--- src/rtl/ss_seq_pkg.sv ---
// Shared types and constants for the save-state sequencer.
// SS_SEQ_CRC_EN adds the CRC trailer states to the state enum.
package ss_seq_pkg;

    localparam int SS_LEN_DEF   = 128;
    localparam int IDX_ADDR_DEF = 127;

    localparam logic [7:0] CRC8_POLY = 8'h07;

`ifdef SS_SEQ_CRC_EN
    typedef enum logic [3:0] {
        S_IDLE,
        S_D_RD,
        S_D_OUT,
        S_R_IN,
        S_R_WR,
        S_R_CHK,
        S_FIN,
        S_ERR,
        S_D_CRC,
        S_R_CRC
    } state_t;
`else
    typedef enum logic [2:0] {
        S_IDLE,
        S_D_RD,
        S_D_OUT,
        S_R_IN,
        S_R_WR,
        S_R_CHK,
        S_FIN,
        S_ERR
    } state_t;
`endif

endpackage

--- src/rtl/ss_seq_if.sv ---
// Command, mapper save-state and stream signals of one sequencer.
// master = sequencer side, slave = host/mapper side.
interface ss_seq_if;
    import ss_seq_pkg::*;

    logic       cmd_dump;
    logic       cmd_rest;
    logic       busy;
    logic       err;
    logic       done;
    logic       ss_act;
    logic [7:0] ss_addr;
    logic       ss_we;
    logic [7:0] ss_wdat;
    logic [7:0] ss_rdat;
    logic [7:0] map_idx;
    logic [7:0] o_dat;
    logic       o_vld;
    logic       o_rdy;
    logic [7:0] i_dat;
    logic       i_vld;
    logic       i_rdy;

    modport master (
        input  cmd_dump, cmd_rest, ss_rdat, map_idx,
        input  o_rdy, i_dat, i_vld,
        output busy, err, done, ss_act, ss_addr,
        output ss_we, ss_wdat, o_dat, o_vld, i_rdy
    );

    modport slave (
        output cmd_dump, cmd_rest, ss_rdat, map_idx,
        output o_rdy, i_dat, i_vld,
        input  busy, err, done, ss_act, ss_addr,
        input  ss_we, ss_wdat, o_dat, o_vld, i_rdy
    );

endinterface

--- src/rtl/ss_seq_crc8.sv ---
// CRC-8 (poly 0x07, init 0, MSB-first) accumulator register.
// Only compiled when SS_SEQ_CRC_EN is defined.
`ifdef SS_SEQ_CRC_EN
module ss_crc8
    import ss_seq_pkg::*;
(
    input  logic       clk,
    input  logic       rst_n,
    input  logic       clr,
    input  logic       en,
    input  logic [7:0] din,
    output logic [7:0] crc
);

    function automatic logic [7:0] crc8_next(
        input logic [7:0] c,
        input logic [7:0] d
    );
        logic [7:0] r;
        r = c ^ d;
        for (int i = 0; i < 8; i++) begin
            r = r[7] ? ((r << 1) ^ CRC8_POLY) : (r << 1);
        end
        return r;
    endfunction

    always_ff @(posedge clk or negedge rst_n) begin
        if (!rst_n) begin
            crc <= 8'h00;
        end else if (clr) begin
            crc <= 8'h00;
        end else if (en) begin
            crc <= crc8_next(crc, din);
        end
    end

endmodule
`endif

--- src/rtl/ss_seq.sv ---
// Save-state sequencer: dumps / restores mapper state bytes.
// SS_SEQ_CRC_EN appends and checks a CRC-8 trailer byte.
module ss_seq
    import ss_seq_pkg::*;
#(
    parameter int SS_LEN   = SS_LEN_DEF,
    parameter int IDX_ADDR = IDX_ADDR_DEF
)
(
    input  logic      clk,
    input  logic      rst_n,
    ss_seq_if.master  bus
);

    localparam logic [7:0] LAST = 8'(SS_LEN - 1);
    localparam logic [7:0] IDX  = 8'(IDX_ADDR);

    state_t state;
    logic   o_xfer;
    logic   i_xfer;

    assign o_xfer = bus.o_vld & bus.o_rdy;
    assign i_xfer = bus.i_vld & bus.i_rdy;

`ifdef SS_SEQ_CRC_EN
    logic [7:0] crc;
    logic       crc_clr;
    logic       crc_en;
    logic [7:0] crc_din;

    assign crc_clr = (state == S_IDLE) & (bus.cmd_dump | bus.cmd_rest);
    assign crc_en  = ((state == S_D_OUT) & o_xfer)
                   | ((state == S_R_IN) & i_xfer);
    assign crc_din = (state == S_D_OUT) ? bus.o_dat : bus.i_dat;

    ss_crc8 u_crc (
        .clk   (clk),
        .rst_n (rst_n),
        .clr   (crc_clr),
        .en    (crc_en),
        .din   (crc_din),
        .crc   (crc)
    );
`endif

    always_ff @(posedge clk or negedge rst_n) begin
        if (!rst_n) begin
            state       <= S_IDLE;
            bus.busy    <= 1'b0;
            bus.err     <= 1'b0;
            bus.done    <= 1'b0;
            bus.ss_act  <= 1'b0;
            bus.ss_addr <= 8'h00;
            bus.ss_we   <= 1'b0;
            bus.ss_wdat <= 8'h00;
            bus.o_dat   <= 8'h00;
            bus.o_vld   <= 1'b0;
            bus.i_rdy   <= 1'b0;
        end else begin
            bus.done  <= 1'b0;
            bus.ss_we <= 1'b0;
            unique case (state)
                S_IDLE: begin
                    if (bus.cmd_dump | bus.cmd_rest) begin
                        bus.ss_addr <= 8'h00;
                        bus.ss_act  <= 1'b1;
                        bus.busy    <= 1'b1;
                        bus.err     <= 1'b0;
                    end
                    if (bus.cmd_dump) begin
                        state <= S_D_RD;
                    end else if (bus.cmd_rest) begin
                        bus.i_rdy <= 1'b1;
                        state     <= S_R_IN;
                    end
                end
                S_D_RD: begin
                    bus.o_dat <= bus.ss_rdat;
                    bus.o_vld <= 1'b1;
                    state     <= S_D_OUT;
                end
                S_D_OUT: begin
                    if (o_xfer) begin
                        bus.o_vld <= 1'b0;
                        if (bus.ss_addr == LAST) begin
`ifdef SS_SEQ_CRC_EN
                            state <= S_D_CRC;
`else
                            bus.done   <= 1'b1;
                            bus.ss_act <= 1'b0;
                            bus.busy   <= 1'b0;
                            state      <= S_FIN;
`endif
                        end else begin
                            bus.ss_addr <= bus.ss_addr + 8'd1;
                            state       <= S_D_RD;
                        end
                    end
                end
                S_R_IN: begin
                    if (i_xfer) begin
                        bus.ss_wdat <= bus.i_dat;
                        bus.i_rdy   <= 1'b0;
                        if (bus.ss_addr == IDX) begin
                            state <= S_R_CHK;
                        end else begin
                            bus.ss_we <= 1'b1;
                            state     <= S_R_WR;
                        end
                    end
                end
                S_R_CHK: begin
                    // A foreign map_idx must never reach the mapper
                    if (bus.ss_wdat == bus.map_idx) begin
                        bus.ss_we <= 1'b1;
                        state     <= S_R_WR;
                    end else begin
                        bus.err    <= 1'b1;
                        bus.ss_act <= 1'b0;
                        bus.busy   <= 1'b0;
                        state      <= S_ERR;
                    end
                end
                S_R_WR: begin
                    if (bus.ss_addr == LAST) begin
`ifdef SS_SEQ_CRC_EN
                        bus.i_rdy <= 1'b1;
                        state     <= S_R_CRC;
`else
                        bus.done   <= 1'b1;
                        bus.ss_act <= 1'b0;
                        bus.busy   <= 1'b0;
                        state      <= S_FIN;
`endif
                    end else begin
                        bus.ss_addr <= bus.ss_addr + 8'd1;
                        bus.i_rdy   <= 1'b1;
                        state       <= S_R_IN;
                    end
                end
`ifdef SS_SEQ_CRC_EN
                S_D_CRC: begin
                    if (!bus.o_vld) begin
                        bus.o_dat <= crc;
                        bus.o_vld <= 1'b1;
                    end else if (o_xfer) begin
                        bus.o_vld  <= 1'b0;
                        bus.done   <= 1'b1;
                        bus.ss_act <= 1'b0;
                        bus.busy   <= 1'b0;
                        state      <= S_FIN;
                    end
                end
                S_R_CRC: begin
                    if (i_xfer) begin
                        bus.i_rdy  <= 1'b0;
                        bus.ss_act <= 1'b0;
                        bus.busy   <= 1'b0;
                        if (bus.i_dat == crc) begin
                            bus.done <= 1'b1;
                            state    <= S_FIN;
                        end else begin
                            bus.err <= 1'b1;
                            state   <= S_ERR;
                        end
                    end
                end
`endif
                S_FIN:   state <= S_IDLE;
                S_ERR:   state <= S_IDLE;
                default: state <= S_IDLE;
            endcase
        end
    end

endmodule

--- src/flat_wrapper.sv ---
// flat-port wrapper written by rule: the top's interface ports become plain ports
module ss_seq_flat import ss_seq_pkg::*;
#(
    parameter int SS_LEN   = SS_LEN_DEF,
    parameter int IDX_ADDR = IDX_ADDR_DEF
)
  (clk, rst_n, bus_cmd_dump, bus_cmd_rest, bus_ss_rdat, bus_map_idx, bus_o_rdy, bus_i_dat, bus_i_vld, bus_busy, bus_err, bus_done, bus_ss_act, bus_ss_addr, bus_ss_we, bus_ss_wdat, bus_o_dat, bus_o_vld, bus_i_rdy);
  ss_seq_if bus_i ();
  input  logic clk;
  input  logic rst_n;
  input wire logic [$bits(bus_i.cmd_dump)-1:0] bus_cmd_dump;
  input wire logic [$bits(bus_i.cmd_rest)-1:0] bus_cmd_rest;
  input wire logic [$bits(bus_i.ss_rdat)-1:0] bus_ss_rdat;
  input wire logic [$bits(bus_i.map_idx)-1:0] bus_map_idx;
  input wire logic [$bits(bus_i.o_rdy)-1:0] bus_o_rdy;
  input wire logic [$bits(bus_i.i_dat)-1:0] bus_i_dat;
  input wire logic [$bits(bus_i.i_vld)-1:0] bus_i_vld;
  output wire logic [$bits(bus_i.busy)-1:0] bus_busy;
  output wire logic [$bits(bus_i.err)-1:0] bus_err;
  output wire logic [$bits(bus_i.done)-1:0] bus_done;
  output wire logic [$bits(bus_i.ss_act)-1:0] bus_ss_act;
  output wire logic [$bits(bus_i.ss_addr)-1:0] bus_ss_addr;
  output wire logic [$bits(bus_i.ss_we)-1:0] bus_ss_we;
  output wire logic [$bits(bus_i.ss_wdat)-1:0] bus_ss_wdat;
  output wire logic [$bits(bus_i.o_dat)-1:0] bus_o_dat;
  output wire logic [$bits(bus_i.o_vld)-1:0] bus_o_vld;
  output wire logic [$bits(bus_i.i_rdy)-1:0] bus_i_rdy;
  assign bus_i.cmd_dump = bus_cmd_dump;
  assign bus_i.cmd_rest = bus_cmd_rest;
  assign bus_i.ss_rdat = bus_ss_rdat;
  assign bus_i.map_idx = bus_map_idx;
  assign bus_i.o_rdy = bus_o_rdy;
  assign bus_i.i_dat = bus_i_dat;
  assign bus_i.i_vld = bus_i_vld;
  assign bus_busy = bus_i.busy;
  assign bus_err = bus_i.err;
  assign bus_done = bus_i.done;
  assign bus_ss_act = bus_i.ss_act;
  assign bus_ss_addr = bus_i.ss_addr;
  assign bus_ss_we = bus_i.ss_we;
  assign bus_ss_wdat = bus_i.ss_wdat;
  assign bus_o_dat = bus_i.o_dat;
  assign bus_o_vld = bus_i.o_vld;
  assign bus_i_rdy = bus_i.i_rdy;
  ss_seq #(.SS_LEN(SS_LEN), .IDX_ADDR(IDX_ADDR)) u_core (.clk(clk), .rst_n(rst_n), .bus(bus_i));
endmodule
--- config.mk ---
export PLATFORM = sky130hd
export DESIGN_NAME = ss_seq_flat
export DESIGN_NICKNAME = d
export VERILOG_FILES = /design/src/rtl/ss_seq_pkg.sv /design/src/rtl/ss_seq_if.sv /design/src/rtl/ss_seq_crc8.sv /design/src/rtl/ss_seq.sv /design/src/flat_wrapper.sv
export SDC_FILE = /design/constraint.sdc
export NUM_CORES = 1
export LEC_CHECK = 0
export BUFFER_PORTS_ARGS = -buffer_cell sky130_fd_sc_hd__buf_2
export CORE_ASPECT_RATIO = 0.7
export CORE_UTILIZATION = 36
export DETAILED_ROUTE_END_ITERATION = 10
export GPL_TIMING_DRIVEN = 0
export PLACE_DENSITY_LB_ADDON = 0.08
export SYNTH_ARGS = -nofsm -noshare
export SYNTH_HDL_FRONTEND = slang
export SYNTH_SLANG_ARGS = --single-unit
--- constraint.sdc ---
create_clock -name clk -period 2.5 [get_ports clk]
set_input_delay 0.125 -clock clk [delete_from_list [all_inputs] [get_ports clk]]
set_output_delay 0.125 -clock clk [all_outputs]
set_load 0.03 [all_outputs]
Yosys cells after proc, flatten, opt, wreduce, memory -nomap -nowiden. Cells that the tools add are included.

Register bits: 34. Input bits: 30. Logic and storage cells: 84.

$add $sub $neg: 1. Equality and inequality tests: 17. Muxes and demuxes: 38. Bitwise gates (word level): 3. Reduce and logical (&&, ||, !) cells: 14.

Operators with widths (number): $mux W8 (3); $pmux W8 S3 (1); $pmux W3 S7 (1); $mux W1 (19); $mux W3 (6); $eq A3 B3 Y1 const B (4); $reduce_and A3 Y1 (3); $add A8 B1 Y8 const B (1); $eq A8 B7 Y1 const B (1); $eq A8 B8 Y1 (1); $ne A2 B2 Y1 const B (4); $pmux W1 S2 (4); $pmux W1 S4 (2); $eq A3 B2 Y1 const B (2); $ne A2 B1 Y1 const B (3); $reduce_bool A3 Y1 (2); $reduce_and A5 Y1 (1); $reduce_and A2 Y1 (2); $reduce_and A4 Y1 (1); $reduce_bool A2 Y1 (2); $reduce_bool A4 Y1 (1); $eq A3 B1 Y1 const B (1); $logic_not A3 Y1 (1); $ne A3 B3 Y1 const B (1); other kinds (5) (6).

Logic depth before layout (Yosys ltp). Gate-level depths: netlist of run 1.

Depth after elaboration: 4. Depth in mapped cells: 7. Mapped depth without buffers: 6.

Worst setup path after synthesis of run 1. Ideal clock, no wire load.

Path kind: register to register. Start: register u_core.bus.ss_addr[0]. End: register u_core.bus.ss_addr[2]. Arrival time: 1857 ps. Path slack: 566 ps. Stages on the path, launching flop included: 8. Path buffers: 1. Path through: dfrtp_1 ha_1 nand4_1 nor4b_1 o31a_1 buf_6 or3_1 a21oi_1.

Longest elaborated chain between the ends: 4. Elaborated cells between the ends (all ways): 5.

RTL lines: from (decl) (RTL line ss_seq_if.sv:27) `output busy, err, done, ss_act, ss_addr,`; from (signal assigned) (RTL line ss_seq.sv:95) `bus.ss_addr <= bus.ss_addr + 8'd1;`; from (signal assigned) (RTL line ss_seq.sv:136) `bus.ss_addr <= bus.ss_addr + 8'd1;`; $add A8 B1 Y8 / $eq A8 B7 Y1 (equally long branches); $mux W8 (*) (RTL line ss_seq.sv:85, ss_seq.sv:125); $mux W8 (RTL line ss_seq.sv:83) `if (o_xfer) begin`; $pmux W8 S3 (*) (RTL line ss_seq.sv:62) `unique case (state)`.

Every way passes the cells marked *; elsewhere a longest branch is shown, timed or not. The select of a mux whose other input is x is not followed. A chain may end at the register's enable or synchronous reset.

Final worst setup path of run 1.
Start: register u_core.bus.ss_addr[0]. End: register u_core.bus.i_rdy.

Longest elaborated chain between the ends: 3.

RTL lines: $eq A8 B7 Y1 (RTL line ss_seq.sv:125) `if (bus.ss_addr == LAST) begin`; $ne A2 B2 Y1 (no line); $reduce_and A5 Y1 (no line); to (signal assigned) (RTL line ss_seq.sv:73) `bus.i_rdy <= 1'b1;`; to (signal assigned) (RTL line ss_seq.sv:103) `bus.i_rdy <= 1'b0;`; to (signal assigned) (RTL line ss_seq.sv:137) `bus.i_rdy <= 1'b1;`; to (decl) (RTL line ss_seq_if.sv:28) `output ss_we, ss_wdat, o_dat, o_vld, i_rdy`.

No other way between the ends.

==> results_dict.tcl, run 1 <==
set metrics [dict create \
    status "completed" \
    whs_ps 74.8 \
    yosysTopAreaCellShare 0.505 \
    period_share 0.823 \
    timing.rr.start "u_core.bus.ss_addr[0]" \
    drt_iter0_markers 95 \
    start_util 0.376 \
    ys_types 40 \
    cp_data_arrival_time_ps 2200 \
    cpMaxStageDelayCell "nor3_1" \
    core_area_sq_mm 0.00435 \
    cts_tree "built" \
    routedWlPerCell_microns 13.3 \
    yosysSeqAreaShare 0.505 \
    postRouteAntennaNets 0 \
    crit_buf_inv 0 \
    clk_path_buf_depth 2 \
    multi_input_area_sq_um 756 \
    drive_gt1_frac 0.421 \
    clock_latency_ps 280 \
    p_leak_nw 1.03 \
    cts.clk_slew.worst_paths_ps 70 \
    ir_worst_vdd_mv 0.667 \
    avgSynthCellArea_sq_um 10.8 \
    nNetsFinal 251 \
    grt_usage 0.164 \
    cts_buffers 5 \
    grt.busiest_layer "met2" \
    crit_fanout 7 \
    rows 20 \
    max_slew_margin 0.493 \
    p_per_area_mw_per_mm2 1210 \
    routed_via_density 5.08 \
    numPortBuffers 60 \
    setup_violations 0 \
    fin_worst_skew_ps 6.14 \
    hold_viol 0 \
    min_from "bus_i_dat[7]" \
    cp_top_family "simple AND/OR/NAND/NOR gates" \
    wl_microns 3680 \
    worstPathRequired_ps 2640 \
    synthTopCellsByArea "dfrtp_1 50%, mux2_2 12%, xor2_1 4.3%" \
    cts_root_buf "clkbuf_8" \
    diodes 0 \
    synth_top_area_cell "dfrtp_1" \
    drv_cap 0 \
    met3_usage 0.0465 \
    yosysWarnings 0 \
    firstDrtPassIters 4 \
    placed_area_sq_mm 0.00201 \
    grt_use_met2 0.250 \
    antenna_found_initial 0 \
    die_height_microns 58.4 \
    rsz0062_at_grt "false" \
    route.vias.total 1402 \
    tns_ps 0 \
    ios 61 \
    grt_max_degree 34 \
    hold_path.class "primary input to flip-flop" \
    clock.fmax_ghz 0.486 \
    startpoint "u_core.bus.ss_addr[0]" \
    final_max_slew_viol_count 0 \
    grt_pass1_vias 1322 \
    htreeDepth 2 \
    syn_area_sq_mm 0.00164 \
    synth_seq_cells 33 \
    dieArea_sq_mm 0.00482 \
    grt_pass1_wl_microns 5850 \
    worstMarginPinSlew_ps 754 \
    dp_hpwl_microns 2780 \
    clock-sinks 33 \
    regArea_sq_um 826 \
    gp_congestion 0.781 \
    design_area_sq_mm 0.00212 \
    final_common_cell "buf_2" \
    start_kind "flip-flop" \
    syn_inst 152 \
    critPathCaptureType "flip-flop" \
    synthFlopType "dfrtp_1" \
    dieWidth_microns 82.6 \
    drc 0 \
    cpPeakStageDelay_ps 670 \
    async_reset_ff_frac 1.00 \
    crit_chain "ha_1 > nand4_1 > nor3_1 > mux2i_1 > a21oi_1 > nor2_1" \
    fin_crit_ps 2060 \
    criticalPathCategory "flip-flop to flip-flop" \
    final_cell_mix "62 x buf_2, 33 x dfrtp_1, 17 x mux2_2" \
    synthesis.nets 183 \
    synth_edf_count 0 \
    area_growth_pct 29.4 \
    grt_use_met1 0.226 \
    overflow 0 \
    fill_cells 424 \
]
==> metal layers <==
layer | vias to the layer above | routed length [microns]
li1 | 681 | -
met1 | 673 | 1820
met2 | 46 | 1600
met3 | 2 | 239
met4 | 0 | 18
met5 | - | 0
==> stage by stage <==
stage	std cells	util	setup slack (ps)	total power (W)
global placement	267	0.461	540	0.00212
detailed placement	267	0.461	487	0.00215
CTS	276	0.486	457	0.00259
finish	276	0.486	443	0.00257
floorplan	152	-	566	0.00179
global route	276	0.486	267	0.00274
==> power breakdown <==
group	internal (W)	switching (W)
clock	0.000249	0.000187
combinational	0.000468	0.000781
sequential	0.000734	0.000148
==> what timing repair did <==
action | 4_1_cts | 5_1_grt
endpoints found under the hold margin | 33 | 0
resized for setup | 0 | 0
hold buffers | 1 | 0
buffers inserted | 0 | 0
==> worst paths after layout <==
kind	to	slack [ps]	cells after the start
max	u_core.bus.i_rdy	440	6
min	u_core.bus.ss_wdat[7]	70	2
max reg2reg	u_core.bus.i_rdy	440	6
min reg2reg	u_core.bus.err	480	1
max in group asynchronous	u_core.bus.i_rdy	1590	2
min in group asynchronous	u_core.bus.ss_addr[6]	440	2
==> sequential cells by signal, summed over array words and instances, names as in the netlist <==
| name | flops |
|---|---|
| u_core.bus.o_dat | 8 |
| u_core.bus.ss_addr | 8 |
| u_core.bus.ss_wdat | 8 |
| u_core.state | 3 |
| u_core.bus.done | 1 |
| u_core.bus.err | 1 |
| u_core.bus.i_rdy | 1 |
| u_core.bus.o_vld | 1 |
| u_core.bus.ss_act | 1 |
| u_core.bus.ss_we | 1 |
==> cells by family after synthesis <==
group	count (synthesis)	synth area share
adders and majority gates	1	0.00764
AOI/OAI and AO/OA	34	0.130
DFF	33	0.505
buffers and inverters	9	0.0336
xor gates and xnor gates	8	0.0428
and+or+nand+nor	49	0.158
muxes	18	0.123
==> cell type report <==
class / instances / area share
multi-input combinational: 110 / 0.357
sequential: 33 / 0.390
clock buffer: 7 / 0.0455
timing repair buffer: 61 / 0.147
inverter: 4 / 0.00709
buffer: 5 / 0.0189
clock inverter: 1 / 0.00236
tap: 55 / 0.0325
==> cells in the mapped netlist (all sizes together), types with 2 or more instances <==
master  number
dfrtp       33
mux2        17
nand2       13
o21ai       11
nor2        10
a21oi        8
xor2         8
buf          5
inv          4
nor3         4
nand3        3
o31ai        3
or3          3
a21o         2
and3         2
nand2b       2
nor2b        2
nor4         2
o211ai       2
o31a         2
Power figures use the tool's default switching activity.
==> inputs of run 2 (changes only) <==
- clock period: 2.5 -> 1.8 ns (I/O delays scaled with it)
==> results_dict.tcl, run 2 (synthesis results as in run 1) <==
set metrics [dict create \
    nNetsFinal 260 \
    worstMarginPinSlew_ps 719 \
    holdPathStages 2 \
    diodes 0 \
    drc 0 \
    p_sw_w 0.00169 \
    routed_via_density 5.18 \
    crit_buf_inv 2 \
    setup_violations 4 \
    clk_path_buf_depth 2 \
    clock_latency_ps 290 \
    core_area_sq_mm 0.00435 \
    fin_crit_ps 1830 \
    final_common_cell "buf_2" \
    worstHoldEndpoint "u_core.bus.o_dat[2]" \
    postRouteAntennaNets 0 \
    overflow 0 \
    crit_fanout 5 \
    pre_cts_ws_ps -113 \
    status "complete, but fails checks" \
    drt_iter0_markers 78 \
    period_share 1.02 \
    p_leak_nw 1.06 \
    internal-power_w 0.00207 \
    min_from "bus_ss_rdat[2]" \
    ios 61 \
    violations "setup timing" \
    timing.final.ws_setup_ps -34.6 \
    rows 20 \
    timing.rr.start "u_core.bus.ss_addr[1]" \
    htreeDepth 2 \
    hold_viol 0 \
    grt_pass1_vias 1360 \
    top_regs "u_core.bus.o_dat x8, u_core.bus.ss_addr x8, u_core.bus.ss_wdat x8" \
    grt_usage 0.180 \
    antenna_found_initial 0 \
    criticalPathCategory "flip-flop to flip-flop" \
    area_growth_pct 39.0 \
    worstPathRequired_ps 1950 \
    placed_area_sq_mm 0.00202 \
    fill_cells 412 \
    cpMaxStageDelayCell "dfrtp_2" \
    max_slew_margin 0.521 \
    fin_worst_skew_ps 6.36 \
    grt_pass1_wl_microns 6430 \
    ir_worst_vdd_mv 0.788 \
    grt_max_degree 34 \
    clock-sinks 33 \
    cts.clk_slew.worst_paths_ps 80 \
    gp_congestion 0.790 \
    p_per_area_mw_per_mm2 1650 \
    firstDrtPassIters 7 \
    rsz0062_at_grt "true" \
    post-place-cells 267 \
    routedWlPerCell_microns 14.1 \
    numPortBuffers 60 \
    whs_ps 27.0 \
    cts_root_buf "clkbuf_8" \
    cp_top_family "compound AO/OA/AOI/OAI gates" \
    cp_data_arrival_time_ps 1980 \
    die_height_microns 58.4 \
    critPathCaptureType "flip-flop" \
    final_cell_mix "61 x buf_2, 30 x dfrtp_1, 16 x mux2_2" \
    switching_share 0.449 \
    dp_hpwl_microns 2790 \
    r2r_slack_ps -30 \
    dieWidth_microns 82.6 \
    route.vias.total 1475 \
    reg2reg_to "u_core.bus.ss_addr[2]" \
    rr_worst_depth 8 \
    wl_microns 4030 \
    comb_power_share 0.520 \
    fin_cells 285 \
    clock.fmax_ghz 0.545 \
    start_util 0.376 \
    dieArea_sq_mm 0.00482 \
    drive_gt1_frac 0.496 \
    cts_tree "built" \
    design_area_sq_mm 0.00227 \
    cpPeakStageDelay_ps 390 \
    drv_cap 0 \
    cts_buffers 5 \
    hold_path.class "primary input to flip-flop" \
    start_kind "flip-flop" \
    crit_chain "ha_4 > nand4_1 > buf_4 > o311ai_4 > o31a_1 > buf_6 > or3_1 > a21oi_2" \
    final_max_slew_viol_count 0 \
    clkPwrFrac 0.151 \
    power.share.sequential 0.328 \
]
==> run 2: changes by cell type in the layout (fill, tap and decap cells not counted), sizes merged <==
| cell | previous run | this run |
|---|---|---|
| clkinvlp | 0 | 3 |
| buf | 65 | 73 |
| clkbuf | 7 | 6 |
| clkinv | 1 | 0 |
==> run 2: metal layers <==
layer / track usage / wire, microns / vias up
li1: - / - / 702
met3: 0.0419 / 209 / 6
met4: 0.0739 / 62 / 0
met2: 0.261 / 1730 / 50
met1: 0.258 / 2030 / 717
met5: 0 / 0 / -
==> run 2: worst max path at each step <==
stage                                      from                    end  slack (ps)  depth (start not counted)
after floorplan           u_core.bus.ss_addr[0]  u_core.bus.ss_addr[2]          20                          7
after global placement    u_core.bus.ss_addr[0]       u_core.bus.i_rdy         -90                          6
after detailed placement        u_core.state[0]  u_core.bus.ss_wdat[3]        -110                          6
after CTS                       u_core.state[1]  u_core.bus.ss_addr[2]           4                          5
after global routing      u_core.bus.ss_addr[1]  u_core.bus.ss_addr[2]        -100                          8
final                     u_core.bus.ss_addr[1]  u_core.bus.ss_addr[2]         -30                          8
==> run 2: cell type report <==
| type | count | area, sq um | share of cell area |
|---|---|---|---|
| buffer | 5 | 42.5 | 0.0187 |
| clock buffer | 5 | 68.8 | 0.0303 |
| clock inverter | 3 | 22.5 | 0.00990 |
| inverter | 4 | 15.0 | 0.00660 |
| multi-input combinational | 110 | 837 | 0.368 |
| sequential | 33 | 830 | 0.365 |
| tap | 55 | 68.8 | 0.0303 |
| timing repair buffer | 70 | 390 | 0.172 |
==> run 2: timing repair <==
item | in CTS | in global routing
endpoints found under the hold margin | 33 | 0
hold buffers | 1 | 0
setup endpoints to repair | 14 | 26
gates cloned | 0 | 1
pin swaps | 1 | 9
gates resized for setup | 3 | 16
buffers inserted | 3 | 5
==> run 2: power groups by stage <==
stage	combinational, W	clock, W	sequential (W)
6_report	0.00196	0.000568	0.00123
5_1_grt	0.00211	0.000619	0.00128
4_1_cts	0.00181	0.000582	0.00123
3_5_place_dp	0.00175	0	0.00126
3_3_place_gp	0.00172	0	0.00124
2_1_floorplan	0.000770	0	0.00174
==> run 2: per-stage QoR <==
step           TNS [ps]   util  total power, W
6_report          -57.2  0.522         0.00376
4_1_cts               0  0.495         0.00362
3_3_place_gp       -494  0.464         0.00296
5_1_grt            -697  0.522         0.00401
3_5_place_dp      -1020  0.464         0.00301
2_1_floorplan         0      -         0.00251
